[config.mk]
export PLATFORM = sky130hd
export DESIGN_NAME = mem_port_arbiter
export DESIGN_NICKNAME = d
export VERILOG_FILES = /design/src/rtl/riscv_arb_pkg.sv /design/src/rtl/mem_arb_watchdog.sv /design/src/rtl/mem_port_arbiter.sv
export SDC_FILE = /design/constraint.sdc
export NUM_CORES = 1
export LEC_CHECK = 0
export ABC_AREA = 0
export CORE_ASPECT_RATIO = 0.7
export CORE_MARGIN = 1
export CORE_UTILIZATION = 43
export CTS_BUF_LIST = sky130_fd_sc_hd__clkbuf_2
export DETAILED_ROUTE_END_ITERATION = 12
export GPL_TIMING_DRIVEN = 0
export PLACE_DENSITY = 0.89
export SYNTH_ARGS = -nofsm -noshare
export SYNTH_HDL_FRONTEND = slang
export SYNTH_SLANG_ARGS = --single-unit
[constraint.sdc]
create_clock -name clk -period 2.1 [get_ports clk]
set_input_delay 0.21 -clock clk [delete_from_list [all_inputs] [get_ports clk]]
set_output_delay 0.21 -clock clk [all_outputs]
set_load 0.005 [all_outputs]
[src/rtl/riscv_arb_pkg.sv]
// Shared encodings for the instruction/data memory port arbiter.
package riscv_arb_pkg;

    typedef enum logic [1:0] {
        IDLE = 2'd0,
        WAIT = 2'd1,
        RESP = 2'd2
    } arb_state_t;

    typedef enum logic {
        GNT_INST = 1'b0,
        GNT_DATA = 1'b1
    } arb_gnt_t;

    localparam logic [31:0] RV_NOP = 32'h0000_0013;

endpackage

[src/rtl/mem_arb_watchdog.sv]
// WAIT-state cycle counter; expired is high on the TIMEOUT-th consecutive WAIT cycle.
// Only instantiated when MEM_ARB_TIMEOUT_EN is defined.
module mem_arb_watchdog #(
    parameter int TIMEOUT = 255
) (
    input  logic clk,
    input  logic rst,
    input  logic run,
    output logic expired
);

    localparam int CNT_W = (TIMEOUT > 1) ? $clog2(TIMEOUT + 1) : 1;
    localparam logic [CNT_W-1:0] LIMIT = CNT_W'(TIMEOUT - 1);

    logic [CNT_W-1:0] cnt_reg;

    always_ff @(posedge clk or negedge rst) begin
        if (!rst) begin
            cnt_reg <= '0;
        end else if (!run) begin
            cnt_reg <= '0;
        end else if (!expired) begin
            cnt_reg <= cnt_reg + CNT_W'(1);
        end
    end

    assign expired = run && (cnt_reg == LIMIT);

endmodule

[src/rtl/mem_port_arbiter.sv]
// Arbitrates the core's fetch and data ports onto one single-port memory; data wins,
// bounded by MAX_DATA_BURST. Optional WAIT timeout enabled by macro MEM_ARB_TIMEOUT_EN.
module mem_port_arbiter
    import riscv_arb_pkg::*;
#(
    parameter int ADDR_W         = 32,
    parameter int DATA_W         = 32,
    parameter int MAX_DATA_BURST = 4,
    parameter int TIMEOUT        = 255
) (
    input  logic              clk,
    input  logic              rst,
    input  logic              inst_req_i,
    input  logic [ADDR_W-1:0] inst_addr_i,
    output logic [DATA_W-1:0] inst_rdata_o,
    output logic              inst_ack_o,
    input  logic              data_req_i,
    input  logic              data_we_i,
    input  logic [3:0]        data_be_i,
    input  logic [ADDR_W-1:0] data_addr_i,
    input  logic [DATA_W-1:0] data_wdata_i,
    output logic [DATA_W-1:0] data_rdata_o,
    output logic              data_ack_o,
    output logic              mem_req_o,
    output logic              mem_we_o,
    output logic [3:0]        mem_be_o,
    output logic [ADDR_W-1:0] mem_addr_o,
    output logic [DATA_W-1:0] mem_wdata_o,
    input  logic [DATA_W-1:0] mem_rdata_i,
    input  logic              mem_ack_i,
    output logic              stall_o,
    output logic              busy_o,
    output logic              err_o
);

    localparam logic [3:0] BURST_LIMIT = MAX_DATA_BURST[3:0];

    arb_state_t        state_reg, state_next;
    arb_gnt_t          gnt_reg, gnt_next;
    logic [3:0]        burst_cnt_reg, burst_cnt_next;
    logic              mem_req_reg, mem_req_next;
    logic              mem_we_reg, mem_we_next;
    logic [3:0]        mem_be_reg, mem_be_next;
    logic [ADDR_W-1:0] mem_addr_reg, mem_addr_next;
    logic [DATA_W-1:0] mem_wdata_reg, mem_wdata_next;
    logic [DATA_W-1:0] inst_rdata_reg, inst_rdata_next;
    logic [DATA_W-1:0] data_rdata_reg, data_rdata_next;
    logic              abort;
    logic              grant_data;

`ifdef MEM_ARB_TIMEOUT_EN
    logic wd_expired;
    logic err_reg;

    mem_arb_watchdog #(
        .TIMEOUT (TIMEOUT)
    ) u_watchdog (
        .clk     (clk),
        .rst     (rst),
        .run     (state_reg == WAIT),
        .expired (wd_expired)
    );

    // A late ack on the expiry cycle still wins over the abort.
    assign abort = wd_expired && !mem_ack_i;

    always_ff @(posedge clk or negedge rst) begin
        if (!rst) begin
            err_reg <= 1'b0;
        end else if (state_reg == WAIT && abort) begin
            err_reg <= 1'b1;
        end
    end

    assign err_o = err_reg;
`else
    logic unused_timeout;
    assign unused_timeout = (TIMEOUT != 0);
    assign abort          = 1'b0;
    assign err_o          = 1'b0;
`endif

    assign grant_data = data_req_i && ((burst_cnt_reg < BURST_LIMIT) || !inst_req_i);

    always_comb begin
        state_next      = state_reg;
        gnt_next        = gnt_reg;
        burst_cnt_next  = burst_cnt_reg;
        mem_req_next    = mem_req_reg;
        mem_we_next     = mem_we_reg;
        mem_be_next     = mem_be_reg;
        mem_addr_next   = mem_addr_reg;
        mem_wdata_next  = mem_wdata_reg;
        inst_rdata_next = inst_rdata_reg;
        data_rdata_next = data_rdata_reg;

        case (state_reg)
            IDLE: begin
                if (grant_data) begin
                    state_next     = WAIT;
                    gnt_next       = GNT_DATA;
                    mem_req_next   = 1'b1;
                    mem_we_next    = data_we_i;
                    mem_be_next    = data_be_i;
                    mem_addr_next  = data_addr_i;
                    mem_wdata_next = data_wdata_i;
                    burst_cnt_next = inst_req_i ? burst_cnt_reg + 4'd1 : 4'd0;
                end else if (inst_req_i) begin
                    state_next     = WAIT;
                    gnt_next       = GNT_INST;
                    mem_req_next   = 1'b1;
                    mem_we_next    = 1'b0;
                    mem_be_next    = 4'hF;
                    mem_addr_next  = inst_addr_i;
                    mem_wdata_next = '0;
                    burst_cnt_next = 4'd0;
                end else begin
                    burst_cnt_next = 4'd0;
                end
            end
            WAIT: begin
                if (mem_ack_i || abort) begin
                    state_next   = RESP;
                    mem_req_next = 1'b0;
                    if (gnt_reg == GNT_INST) begin
                        inst_rdata_next = abort ? DATA_W'(RV_NOP) : mem_rdata_i;
                    end else if (!mem_we_reg) begin
                        data_rdata_next = abort ? '0 : mem_rdata_i;
                    end
                end
            end
            RESP: begin
                state_next = IDLE;
            end
            default: begin
                state_next   = IDLE;
                mem_req_next = 1'b0;
            end
        endcase
    end

    always_ff @(posedge clk or negedge rst) begin
        if (!rst) begin
            state_reg      <= IDLE;
            gnt_reg        <= GNT_INST;
            burst_cnt_reg  <= 4'd0;
            mem_req_reg    <= 1'b0;
            mem_we_reg     <= 1'b0;
            mem_be_reg     <= 4'h0;
            mem_addr_reg   <= '0;
            mem_wdata_reg  <= '0;
            inst_rdata_reg <= '0;
            data_rdata_reg <= '0;
        end else begin
            state_reg      <= state_next;
            gnt_reg        <= gnt_next;
            burst_cnt_reg  <= burst_cnt_next;
            mem_req_reg    <= mem_req_next;
            mem_we_reg     <= mem_we_next;
            mem_be_reg     <= mem_be_next;
            mem_addr_reg   <= mem_addr_next;
            mem_wdata_reg  <= mem_wdata_next;
            inst_rdata_reg <= inst_rdata_next;
            data_rdata_reg <= data_rdata_next;
        end
    end

    assign mem_req_o    = mem_req_reg;
    assign mem_we_o     = mem_we_reg;
    assign mem_be_o     = mem_be_reg;
    assign mem_addr_o   = mem_addr_reg;
    assign mem_wdata_o  = mem_wdata_reg;
    assign inst_rdata_o = inst_rdata_reg;
    assign data_rdata_o = data_rdata_reg;
    assign inst_ack_o   = (state_reg == RESP) && (gnt_reg == GNT_INST);
    assign data_ack_o   = (state_reg == RESP) && (gnt_reg == GNT_DATA);
    assign busy_o       = (state_reg != IDLE);
    assign stall_o      = (inst_req_i && !inst_ack_o) || (data_req_i && !data_ack_o);

endmodule

Yosys cells after proc, flatten, opt, wreduce, memory -nomap -nowiden
Index checks and enable logic that the tools add are counted.

Register bits after elaboration: 141. Bits in read-only memories: 0. Bits in latches: 0. Logic and storage cells: 56. Memory bits (writable): 0. Memories kept: 0. Output and inout port bits: 139.

Bitwise gates (word level): 3. Reductions and logical operators: 18. $lt $le $gt $ge: 1. Equal/unequal tests: 4. Mux-type cells: 19. Div/mod/pow operators: 0. Add/subtract/negate cells: 1. Shifts and indexed selects: 0. Multipliers: 0.

Operator list (number): two-way mux 32 bit (4); two-way mux 4 bit (4); two-way mux 1 bit (6); two-way mux 2 bit (3); AND reduction 3 bit (2); logical AND 1 bit (5); adder 4 x 1 -> 4 bit (second input constant) (1); less-than comparator 4 x 3 -> 1 bit (second input constant) (1); case mux 2 bit (2 select lines) (1); AND reduction 2 bit (2); AND reduction 4 bit (1); nonzero test 2 bit (2); logical NOT 1 bit (3); inequality test 3 bit (second input constant) (1); NOT 1 bit (3); case mux 1 bit (3 select lines) (1); == test 2 x 1 -> 1 bit (second input constant) (1); == test 2 bit (second input constant) (1); logical NOT 2 bit (1); logical OR 1 bit (2); inequality test 2 bit (second input constant) (1).

Logic depth before layout (Yosys ltp)
Gate-level depths: netlist (run 1).

Depth after elaboration: 5. Gate-level depth with buffers: 6. Depth with buffers taken out: 4.

Least setup slack after synthesis (run 1)
No wires, ideal clock.

Path type: register to register. Start: register state_reg[1]. End: register data_rdata_reg[11] (netlist: data_rdata_o[11]). Path slack: 607 ps. Setup time: 125 ps. Stages on the path, launching flop included: 5. Arrival: 1368 ps. Data required time: 1975 ps. Path through: dfrtp_1 > nand3b_4 > nor3b_4 > buf_6 > mux2_2.

Word-level cells in the longest chain between the ends: 2.

RTL lines: from (decl) (line mem_port_arbiter.sv:38) `arb_state_t state_reg, state_next;`; from (signal assigned) (line mem_port_arbiter.sv:155) `state_reg <= state_next;`; == test 2 x 1 -> 1 bit (line mem_port_arbiter.sv:97) `case (state_reg)`; AND reduction 4 bit (no source line); to (signal assigned) (line mem_port_arbiter.sv:164) `data_rdata_reg <= data_rdata_next;`; to (decl) (line mem_port_arbiter.sv:47) `logic [DATA_W-1:0] data_rdata_reg, data_rdata_next;`.

No other way between the ends. A chain may end at the register's enable or synchronous reset.

Final worst setup path (run 1)
Start: register burst_cnt_reg[2]. End: register mem_wdata_reg[0] (netlist: mem_wdata_o[0]).

Word-level cells in the longest chain between the ends: 5. Elaborated cells between the ends (all ways): 6.

RTL lines: from (decl) (line mem_port_arbiter.sv:40) `logic [3:0] burst_cnt_reg, burst_cnt_next;`; from (signal assigned) (line mem_port_arbiter.sv:157) `burst_cnt_reg <= burst_cnt_next;`; less-than comparator 4 x 3 -> 1 bit (*) (line mem_port_arbiter.sv:83) `assign grant_data = data_req_i && ((burst_cnt_reg < BURST_LIMIT) || !inst_req_i);`; logical OR 1 bit (*) (line mem_port_arbiter.sv:83); logical AND 1 bit (*) (line mem_port_arbiter.sv:83); nonzero test 2 bit (no source line); AND reduction 2 bit (no source line); to (signal assigned) (line mem_port_arbiter.sv:162) `mem_wdata_reg <= mem_wdata_next;`; to (decl) (line mem_port_arbiter.sv:45) `logic [DATA_W-1:0] mem_wdata_reg, mem_wdata_next;`.

Mark *: on every way between the ends. The rest lies on a longest branch, timed or not.

==> results of run 1 <==
Yosys cell counts, drive strengths merged:
cell type,n,area [um^2]
o21ai,38,190
nand3,66,330
a2bb2oi,4,35.0
o2bb2ai,33,289
buf,27,154
nor2,4,17.5
mux2,64,721
inv,4,15.0
ha,1,12.5
o211ai,32,240
o31ai,1,7.51
o21a,1,7.51
clkbuf,23,86.3
and2,2,12.5
o22ai,1,6.26
conb,1,3.75
o41ai,1,8.76
nor3,4,20.0
dfrtp,141,3530
nand4,32,200
and3b,1,8.76
nor3b,2,26.3
or2,1,6.26
nand2,7,26.3
nand3b,1,20.0
nand2b,1,6.26
through the flow:
| step | power, uW | setup slack [ns] |
|---|---|---|
| finish | 12900 | 0.140 |
| global route | 13700 | 0.0187 |
| CTS | 12900 | 0.0285 |
| detailed placement | 11000 | -0.0252 |
| global placement | 10700 | -4.52 |
| floorplan | 7170 | 0.607 |
layout make-up:
type | count | area, um^2
Timing Repair Buffer | 295 | 2970
Tap cell | 185 | 231
Clock buffer | 18 | 90.1
Clock inverter | 14 | 184
Multi-Input combinational cell | 298 | 2210
Fill cell | 941 | 3890
Inverter | 4 | 15.0
Sequential cell | 141 | 3530
Buffer | 49 | 236
cell families (layout without fill, tap and decap cells):
logic type / count (synthesis) / count (layout) / synth area share [%]
DFF: 141 / 141 / 59.0
adders and majority gates: 1 / 1 / 0.209
AOI/OAI and AO/OA: 111 / 111 / 13.1
buffers and inverters: 54 / 380 / 4.27
muxes: 64 / 64 / 12.1
and+or+nand+nor: 121 / 121 / 11.3
other: 1 / 1 / 0.0627
timing repair:
item,CTS,global route
resized for setup,10,3
hold buffers,5,10
hold endpoints to repair,143,10
setup buffers,4,0
setup endpoints to repair,4,3
pin swaps,1,0
per-layer routing:
layer / wire length (um) / vias to the layer above
li1: - / 2470
met1: 7870 / 2704
met2: 9540 / 319
met3: 1750 / 38
met4: 415 / 0
met5: 0 / -
worst max path at each step:
stage | to | start | slack (ns) | cells past startpoint
floorplan | data_rdata_o[11] | state_reg[1] | 0.61 | 4
global placement | data_rdata_o[10] | rst | -4.52 | 1
detailed placement | mem_wdata_o[9] | inst_req_i | -0.03 | 5
CTS | stall_o | state_reg[0] | 0.03 | 4
global route | inst_ack_o | state_reg[0] | 0.02 | 3
finish | mem_wdata_o[0] | burst_cnt_reg[2] | 0.14 | 4
power by group through the flow:
| stage | Combinational (uW) | Sequential (uW) | Clock, uW |
|---|---|---|---|
| 6_report | 6240 | 4860 | 1770 |
| 5_1_grt | 6720 | 5020 | 1950 |
| 4_1_cts | 6250 | 4850 | 1810 |
| 3_5_place_dp | 6140 | 4910 | 0 |
| 3_3_place_gp | 5940 | 4800 | 0 |
| 2_1_floorplan | 2280 | 4890 | 0 |
worst max-delay path: cells and delay by family (launching register included):
family	cells	cell delay (ns)
simple gates	1	0.39
compound gates	2	0.74
flops	1	0.44
buf+inv	1	0.32
==> results.md, run 1 <==
* Placer Congestion at 0.886
* Critical-path maximum fanout at 10
* Post-synthesis sequential area ratio at 59.0%
* Site Rows at 35
* Vias at 5531
* Seq pwr share at 37.7%
* DRT iter0 DRCs at 369
* Tcrit/Tclk final at 93.3%
* Share of cells above drive strength 1 at 16.0%
* Flop2flop setup slack at 0.14 ns
* Vias in the first global route at 5793
* Clock Root Buffer: clkbuf_2
* Port bufs at 275
* Mapped Area at 5980 um^2
* Fin cells at 1004
* Core Region at 13400 um^2
* Register bit total from synthesis at 141
* Cell Chain, Critical Path: o21ai_1 -> nand2_1 -> clkbuf_1 -> o2bb2ai_1
* Met3 usage at 8.50%
* Comb pwr share at 48.5%
* Clk pwr share at 13.8%
* ANT nets after route at 0
* Final Hold Viols at 0
* Vias/cell at 5.51
* Synth-to-Final Area Change at 58.4%
* Die ar. at 14400 um^2
* DRC Markers at 0
* Worst-skew pair later-pin latency at 0.68 ns
* Total Negative Setup Slacks at 0 ns
* RSZ-0062 raised after global routing: false
* Cells after synthesis at 493
* Routed WL at 19.6 mm
* Total CTS buffers at 17
* Slowest stage delay, CP at 0.49 ns
* Syn nets at 632
* Critical path arrival at 2.55 ns
* CP Class: reg -> reg
* Final core occ at 70.9%
* Clk buf depth at 2
* Slew Limit Fails at 0
* Inst Count DP at 954
* IO Count at 277
* WL/cell at 19.5 um
* Worst vdd ir at 0.000776 V
* Leakage at 0.00382 uW
* CP Launch Type: flip-flop
* Worst Hold Launch: data_wdata_i[4]
* M2 GR Usage at 46.4%
* NetSw at 4320 uW
* Commonest non-fill, non-tap cell in the layout: clkdlybuf4s50_1
* Clock sink count at 141
* Avg Cell Area, Syn at 12.1 um^2
* Clock transition at the registers of the reported paths at 0.21 ns
* Switching Share at 33.6%
* Internal at 8550 uW
* N_diodes at 0
* Worst-margin pin slew at 0.579 ns
* Highest-count cells in the layout ignoring fill and taps: clkdlybuf4s50_1 (270), dfrtp_1 (138), nand3_1 (66)
* Met1 Use GR at 33.8%
* Placed inst area at 8990 um^2
* Global route hottest layer: met2
* Final instance area at 9470 um^2
* Worst reg2reg path depth at 4
* Antenna violations before repair at 0
* Setup Skew at 0.0464 ns
* CP Capture Type: flip-flop
* Reg-to-Reg Start: burst_cnt_reg[2]
* CP max stage cell: o21ai_1
* Hold WC Path Type: in -> reg
* Hold EP: mem_wdata_o[4]
* Worst Hold Depth at 3
* R2r endpoint: mem_wdata_o[0]
* Die Width at 143 um
* Worst Hold Margin at 0.0776 ns
* Final #Nets at 945
* Netlist cell types at 33
* WP data required at 2.69 ns
* Max Clk Rate at 0.510 GHz
* Synth warn at 0
* Status: finished, final reports clean
* Final setup viols at 0
* Grt total ovfl at 0
* Dpl hpwl at 14.2 mm
* Initial Util at 44.8%
* Pre-antenna DRT Iters at 5
* GR Util All Layers at 27.6%
* Max Cap Viol at 0
* CTS tree: done
* First-pass GRT wire length at 30.3 mm
* Relative slew slack at 61.1%
* Die height at 101 um
* Shortest period the worst path allows at 1.96 ns
* Largest net degree at the start of global routing at 89
* CTS H-tree depth at 4
* Pwr/cell area at 1360 nW/um^2
(Power assumes the default switching activity.)
==> inputs of run 2 (changes only) <==
--- a/config.mk
+++ b/config.mk
@@ -10,9 +10,11 @@
 export CORE_MARGIN = 1
 export CORE_UTILIZATION = 43
 export CTS_BUF_LIST = sky130_fd_sc_hd__clkbuf_2
+export CTS_CLUSTER_DIAMETER = 120
 export DETAILED_ROUTE_END_ITERATION = 12
 export GPL_TIMING_DRIVEN = 0
 export PLACE_DENSITY = 0.89
+export SETUP_SLACK_MARGIN = 0.05
 export SYNTH_ARGS = -nofsm -noshare
 export SYNTH_HDL_FRONTEND = slang
 export SYNTH_SLANG_ARGS = --single-unit
==> run 2 against run 1 <==
  * Cell count is the same
  * Clock power barely moved
  * Cell area rose by 0.19%
  * Wire length is 0.46% lower
  * Largest power group unchanged
  * Sequential power hardly changed
  * Global-route usage hardly changed
  * Die area unchanged
==> results.md, run 2 (synthesis results as in run 1) <==
* Setup Skew at 0.0449 ns
* First-pass GRT wire length at 30.4 mm
* Pwr/cell area at 1360 nW/um^2
* Antenna violations before repair at 0
* Shortest period the worst path allows at 1.91 ns
* Grt total ovfl at 0
* Worst Hold Depth at 3
* Clock Root Buffer: clkbuf_2
* Vias in the first global route at 5810
* Hold EP: mem_wdata_o[4]
* Clk buf depth at 2
* Die ar. at 14400 um^2
* R2r endpoint: mem_wdata_o[16]
* Clk pwr share at 13.7%
* Largest net degree at the start of global routing at 89
* Leakage at 0.00382 uW
* Area of the multi-input gates at 2220 um^2
* Critical path arrival at 1.70 ns
* Status: finished, final reports clean
* CP Class: reg -> out
* Core Region at 13400 um^2
* Die Width at 143 um
* CP Launch Type: flip-flop
* Placer Congestion at 0.886
* WP data required at 1.89 ns
* ANT nets after route at 0
* Reg area at 3530 um^2
* Die height at 101 um
* Slew Limit Fails at 0
* Vias/cell at 5.54
* Final #Nets at 945
* Worst vdd ir at 0.000777 V
* Max Clk Rate at 0.525 GHz
* Initial Util at 44.8%
* Worst Hold Launch: data_wdata_i[4]
* Site Rows at 35
* DRC Markers at 0
* Flop2flop setup slack at 0.22 ns
* WL/cell at 19.4 um
* Vias at 5566
* FILL cells at 936
* CTS H-tree depth at 4
* Final Hold Viols at 0
* Reg-to-Reg Start: state_reg[0]
* Power, Total at 12900 uW
* DRT iter0 DRCs at 372
* GR Util All Layers at 27.7%
* Clock sink count at 141
* Port bufs at 275
* Pre-antenna DRT Iters at 5
* Clock transition at the registers of the reported paths at 0.21 ns
* NetSw at 4320 uW
* Final setup viols at 0
* Hold WC Path Type: in -> reg
* Synth-to-Final Area Change at 58.7%
* Switching Share at 33.5%
* Share of cells above drive strength 1 at 16.4%
* Highest-count cells in the layout ignoring fill and taps: clkdlybuf4s50_1 (270), dfrtp_1 (138), nand3_1 (66)
* IO Count at 277
* Routed WL at 19.5 mm
* Worst-skew pair later-pin latency at 0.68 ns
* RSZ-0062 raised after global routing: true
* Seq pwr share at 37.8%
* Worst-margin pin slew at 0.511 ns
* Max Cap Viol at 0
* Commonest non-fill, non-tap cell in the layout: clkdlybuf4s50_1
* Comb pwr share at 48.5%
* N_diodes at 0
* Worst reg2reg path depth at 6
* CP Capture Type: output port
* Internal at 8580 uW
* Critical-path maximum fanout at 3
* Dpl hpwl at 14.2 mm
* Total CTS buffers at 17
* CTS tree: done
* Relative slew slack at 66.0%
* Tcrit/Tclk final at 90.7%
* Final core occ at 71.0%
## run 2: cell types whose count changed in the layout (fill, tap and decap cells not counted), sizes merged
cell / previous run / this run
buf: 34 / 36
dlygate4sd2: 3 / 1
## run 2: stage by stage
stage	setup WS (ns)	hold WS, ns	TNS [ns]	cells	area, um^2
6_report	0.194	0.0783	0	1004	9490
5_1_grt	0.0507	-0.00619	0	1004	9490
4_1_cts	0.0539	0.00526	0	995	9390
3_5_place_dp	-0.0252	0.201	-0.168	954	8990
3_3_place_gp	-4.52	0.461	-635.28	953	8960
2_1_floorplan	0.607	-0.0856	0	493	5980
## run 2: timing repair
item | 4_1_cts | 5_1_grt
setup buffers | 4 | 0
pin swaps | 1 | 2
hold buffers | 5 | 10
endpoints found under the setup margin | 5 | 11
endpoints found under the hold margin | 143 | 10
resized for setup | 20 | 4
## run 2: final cells by class
cell class / instances / area share (%)
clock inverters: 14 / 1.94
clock buffers: 18 / 0.950
multi-input cells: 298 / 23.4
inverters: 4 / 0.158
repair buffers: 295 / 31.4
well taps: 185 / 2.44
flip-flops and latches: 141 / 37.2
plain buffers: 49 / 2.49
## run 2: critical path, cell delays in order (launching register included)
cell and delay, ns:
dfrtp_2 0.48, buf_6 0.13, nor3b_4 0.21, o22ai_1 0.09, buf_2 0.14
## run 2: how the worst max path moves through the flow
| stage | startpoint | endpoint | slack [ns] | cells after the start |
|---|---|---|---|---|
| 6_report | state_reg[0] | stall_o | 0.19 | 4 |
| 5_1_grt | state_reg[0] | stall_o | 0.05 | 4 |
| 4_1_cts | state_reg[0] | busy_o | 0.05 | 5 |
| 3_5_place_dp | inst_req_i | mem_wdata_o[9] | -0.03 | 5 |
| 3_3_place_gp | rst | data_rdata_o[10] | -4.52 | 1 |
| 2_1_floorplan | state_reg[1] | data_rdata_o[11] | 0.61 | 4 |
## run 2: power by group through the flow
stage | clock [uW] | sequential, uW | combinational (uW)
global route | 1940 | 5030 | 6760
detailed placement | 0 | 4910 | 6140
CTS | 1810 | 4860 | 6290
finish | 1770 | 4870 | 6260
global placement | 0 | 4800 | 5940
floorplan | 0 | 4890 | 2280
## run 2: routing by layer
metal	GRT usage (%)	share of wire (%)	up-vias
met3	8.50	8.7	41
met4	9.84	2.2	0
met2	46.6	49	301
met5	0	0	-
li1	-	-	2471
met1	33.7	40	2753
==> inputs of run 3 (changes only) <==
--- a/config.mk
+++ b/config.mk
@@ -8,13 +8,14 @@
 export ABC_AREA = 0
 export CORE_ASPECT_RATIO = 0.7
 export CORE_MARGIN = 1
-export CORE_UTILIZATION = 43
+export CORE_UTILIZATION = 38
 export CTS_BUF_LIST = sky130_fd_sc_hd__clkbuf_2
 export CTS_CLUSTER_DIAMETER = 120
 export DETAILED_ROUTE_END_ITERATION = 12
 export GPL_TIMING_DRIVEN = 0
-export PLACE_DENSITY = 0.89
+export PLACE_DENSITY = 0.81
 export SETUP_SLACK_MARGIN = 0.05
+export SKIP_LAST_GASP = 1
 export SYNTH_ARGS = -nofsm -noshare
 export SYNTH_HDL_FRONTEND = slang
 export SYNTH_SLANG_ARGS = --single-unit
==> run 3 against run 2 <==
  * The run now ends with design-rule violations left
  * Die area grew 13%
  * Clock-buffer cell count did not move
  * Setup slack got worse by 0.078 ns
  * Cell area rose by 5.3%
  * Wire length grew 6.9%
==> results.md, run 3 (synthesis results as in run 1) <==
* Worst-margin pin slew at 0.594 ns
* Cell Chain, Critical Path: buf_4 -> and3b_2 -> o22ai_1 -> buf_2
* Fin cells at 1066
* Worst-skew pair later-pin latency at 0.72 ns
* Clk buf depth at 2
* Vias/cell at 5.45
* Initial Util at 39.7%
* Vias in the first global route at 6161
* Die height at 107 um
* DRT iter0 DRCs at 442
* CP endpoint: stall_o
* Antenna violations before repair at 0
* Routed WL at 20.8 mm
* Tcrit/Tclk final at 94.5%
* Critical path depth at 4
* Leakage at 0.00402 uW
* CP max stage cell: dfrtp_2
* Bufs and invs on worst path at 2
* Setup WS post-layout at 0.116 ns
* ANT nets after route at 0
* CP top delay family: flip-flops
* Relative slew slack at 60.4%
* Vias at 5812
* Die Width at 152 um
* Port bufs at 275
* Pre-CTS setup slack at -0.0912 ns
* Power, Total at 13100 uW
* Clock sink count at 141
* RSZ-0062 raised after global routing: true
* Highest-count cells in the layout ignoring fill and taps: clkdlybuf4s50_1 (270), dfrtp_1 (138), nand3_1 (66)
* Slew Limit Fails at 0
* Max Clk Rate at 0.504 GHz
* Critical-path maximum fanout at 3
* Die ar. at 16200 um^2
* WL/cell at 19.5 um
* Dpl hpwl at 14.3 mm
* DRC Markers at 39
* CTS H-tree depth at 4
* Synth-to-Final Area Change at 67.0%
* Site Rows at 37
* Status: complete, but fails checks
* Final setup viols at 0
* Grt total ovfl at 0
* Max Cap Viol at 0
* Inst Count DP at 964
* N_diodes at 0
* Slowest stage delay, CP at 0.47 ns
* Reg-to-Reg Start: burst_cnt_reg[2]
* GR Util All Layers at 25.7%
* Pre-antenna DRT Iters at 9
* Worst reg2reg path depth at 4
* R2r endpoint: mem_wdata_o[4]
* IO Count at 277
* Failing checks: design-rule violations
* Final #Nets at 997
* Final core occ at 66.4%
* Share of cells above drive strength 1 at 15.4%
* Clock Root Buffer: clkbuf_2
* Core Region at 15000 um^2
* CP Launch Type: flip-flop
* Commonest non-fill, non-tap cell in the layout: clkdlybuf4s50_1
* CP Capture Type: output port
* Worst Hold Margin at 0.0786 ns
* CTS tree: done
* Setup Skew at 0.0272 ns
* CP Class: reg -> out
* Total CTS buffers at 17
* Placer Congestion at 0.876
* First-pass GRT wire length at 32.3 mm
* Crit path from: state_reg[0]
* Critical path arrival at 1.77 ns
* Clock transition at the registers of the reported paths at 0.21 ns
* Shortest period the worst path allows at 1.98 ns
* WP data required at 1.89 ns
* Largest net degree at the start of global routing at 81
* Pwr/cell area at 1310 nW/um^2
* Worst vdd ir at 0.000619 V
* Hold WC Path Type: in -> reg
* FILL cells at 1092
* Flop2flop setup slack at 0.26 ns
* Final Hold Viols at 0
run 3: area by class of cell:
class,count,area [um^2],share of cell area [%]
Sequential cell,141,3530,35.4
Timing Repair Buffer,347,3470,34.7
Multi-Input combinational cell,298,2210,22.1
Tap cell,195,244,2.44
Buffer,49,236,2.37
Clock inverter,14,188,1.88
Clock buffer,18,90.1,0.902
Inverter,4,17.5,0.175
run 3: layer usage:
metal	GRT usage (%)	part of all wire [%]	routed length [um]
met2	41.0	47	9840
met4	12.0	3.3	693
met3	7.96	8.6	1800
met1	32.1	41	8500
met5	0	0	0
run 3: where the power goes:
part | total (uW) | switching [uW] | internal (uW)
Combinational | 6430 | 2540 | 3890
Clock | 1790 | 1090 | 701
Sequential | 4850 | 799 | 4050
Total | 13100 | 4430 | 8650
run 3: per-stage QoR:
stage                     area [um^2]  TNS, ns
after floorplan                  5980        0
after global placement           8980  -629.44
after detailed placement         9000    -1.12
after CTS                        9820  -0.0592
after global routing             9990  -0.0880
final                            9990        0
run 3: worst min path at each step:
stage / end / slack, ns / depth (start not counted) / from
after floorplan: burst_cnt_reg[0] / -0.09 / 0 / rst
after global placement: burst_cnt_reg[2] / 0.46 / 1 / burst_cnt_reg[3]
after detailed placement: mem_wdata_o[27] / 0.23 / 1 / rst
after CTS: mem_wdata_o[20] / 0.001 / 3 / data_wdata_i[20]
after global routing: data_rdata_o[22] / 0.0009 / 2 / mem_rdata_i[22]
final: mem_wdata_o[19] / 0.08 / 3 / data_wdata_i[19]
run 3: repair_timing:
item	CTS	global route
resized for setup	20	3
hold endpoints to repair	183	14
setup endpoints to repair	5	4
pin swaps	3	1
hold buffers	49	15
buffers inserted	5	2
run 3: worst min-delay path: stages:
cell             delay [ns]
clkdlybuf4s50_1        0.41
nand3_1                0.08
o2bb2ai_1              0.06
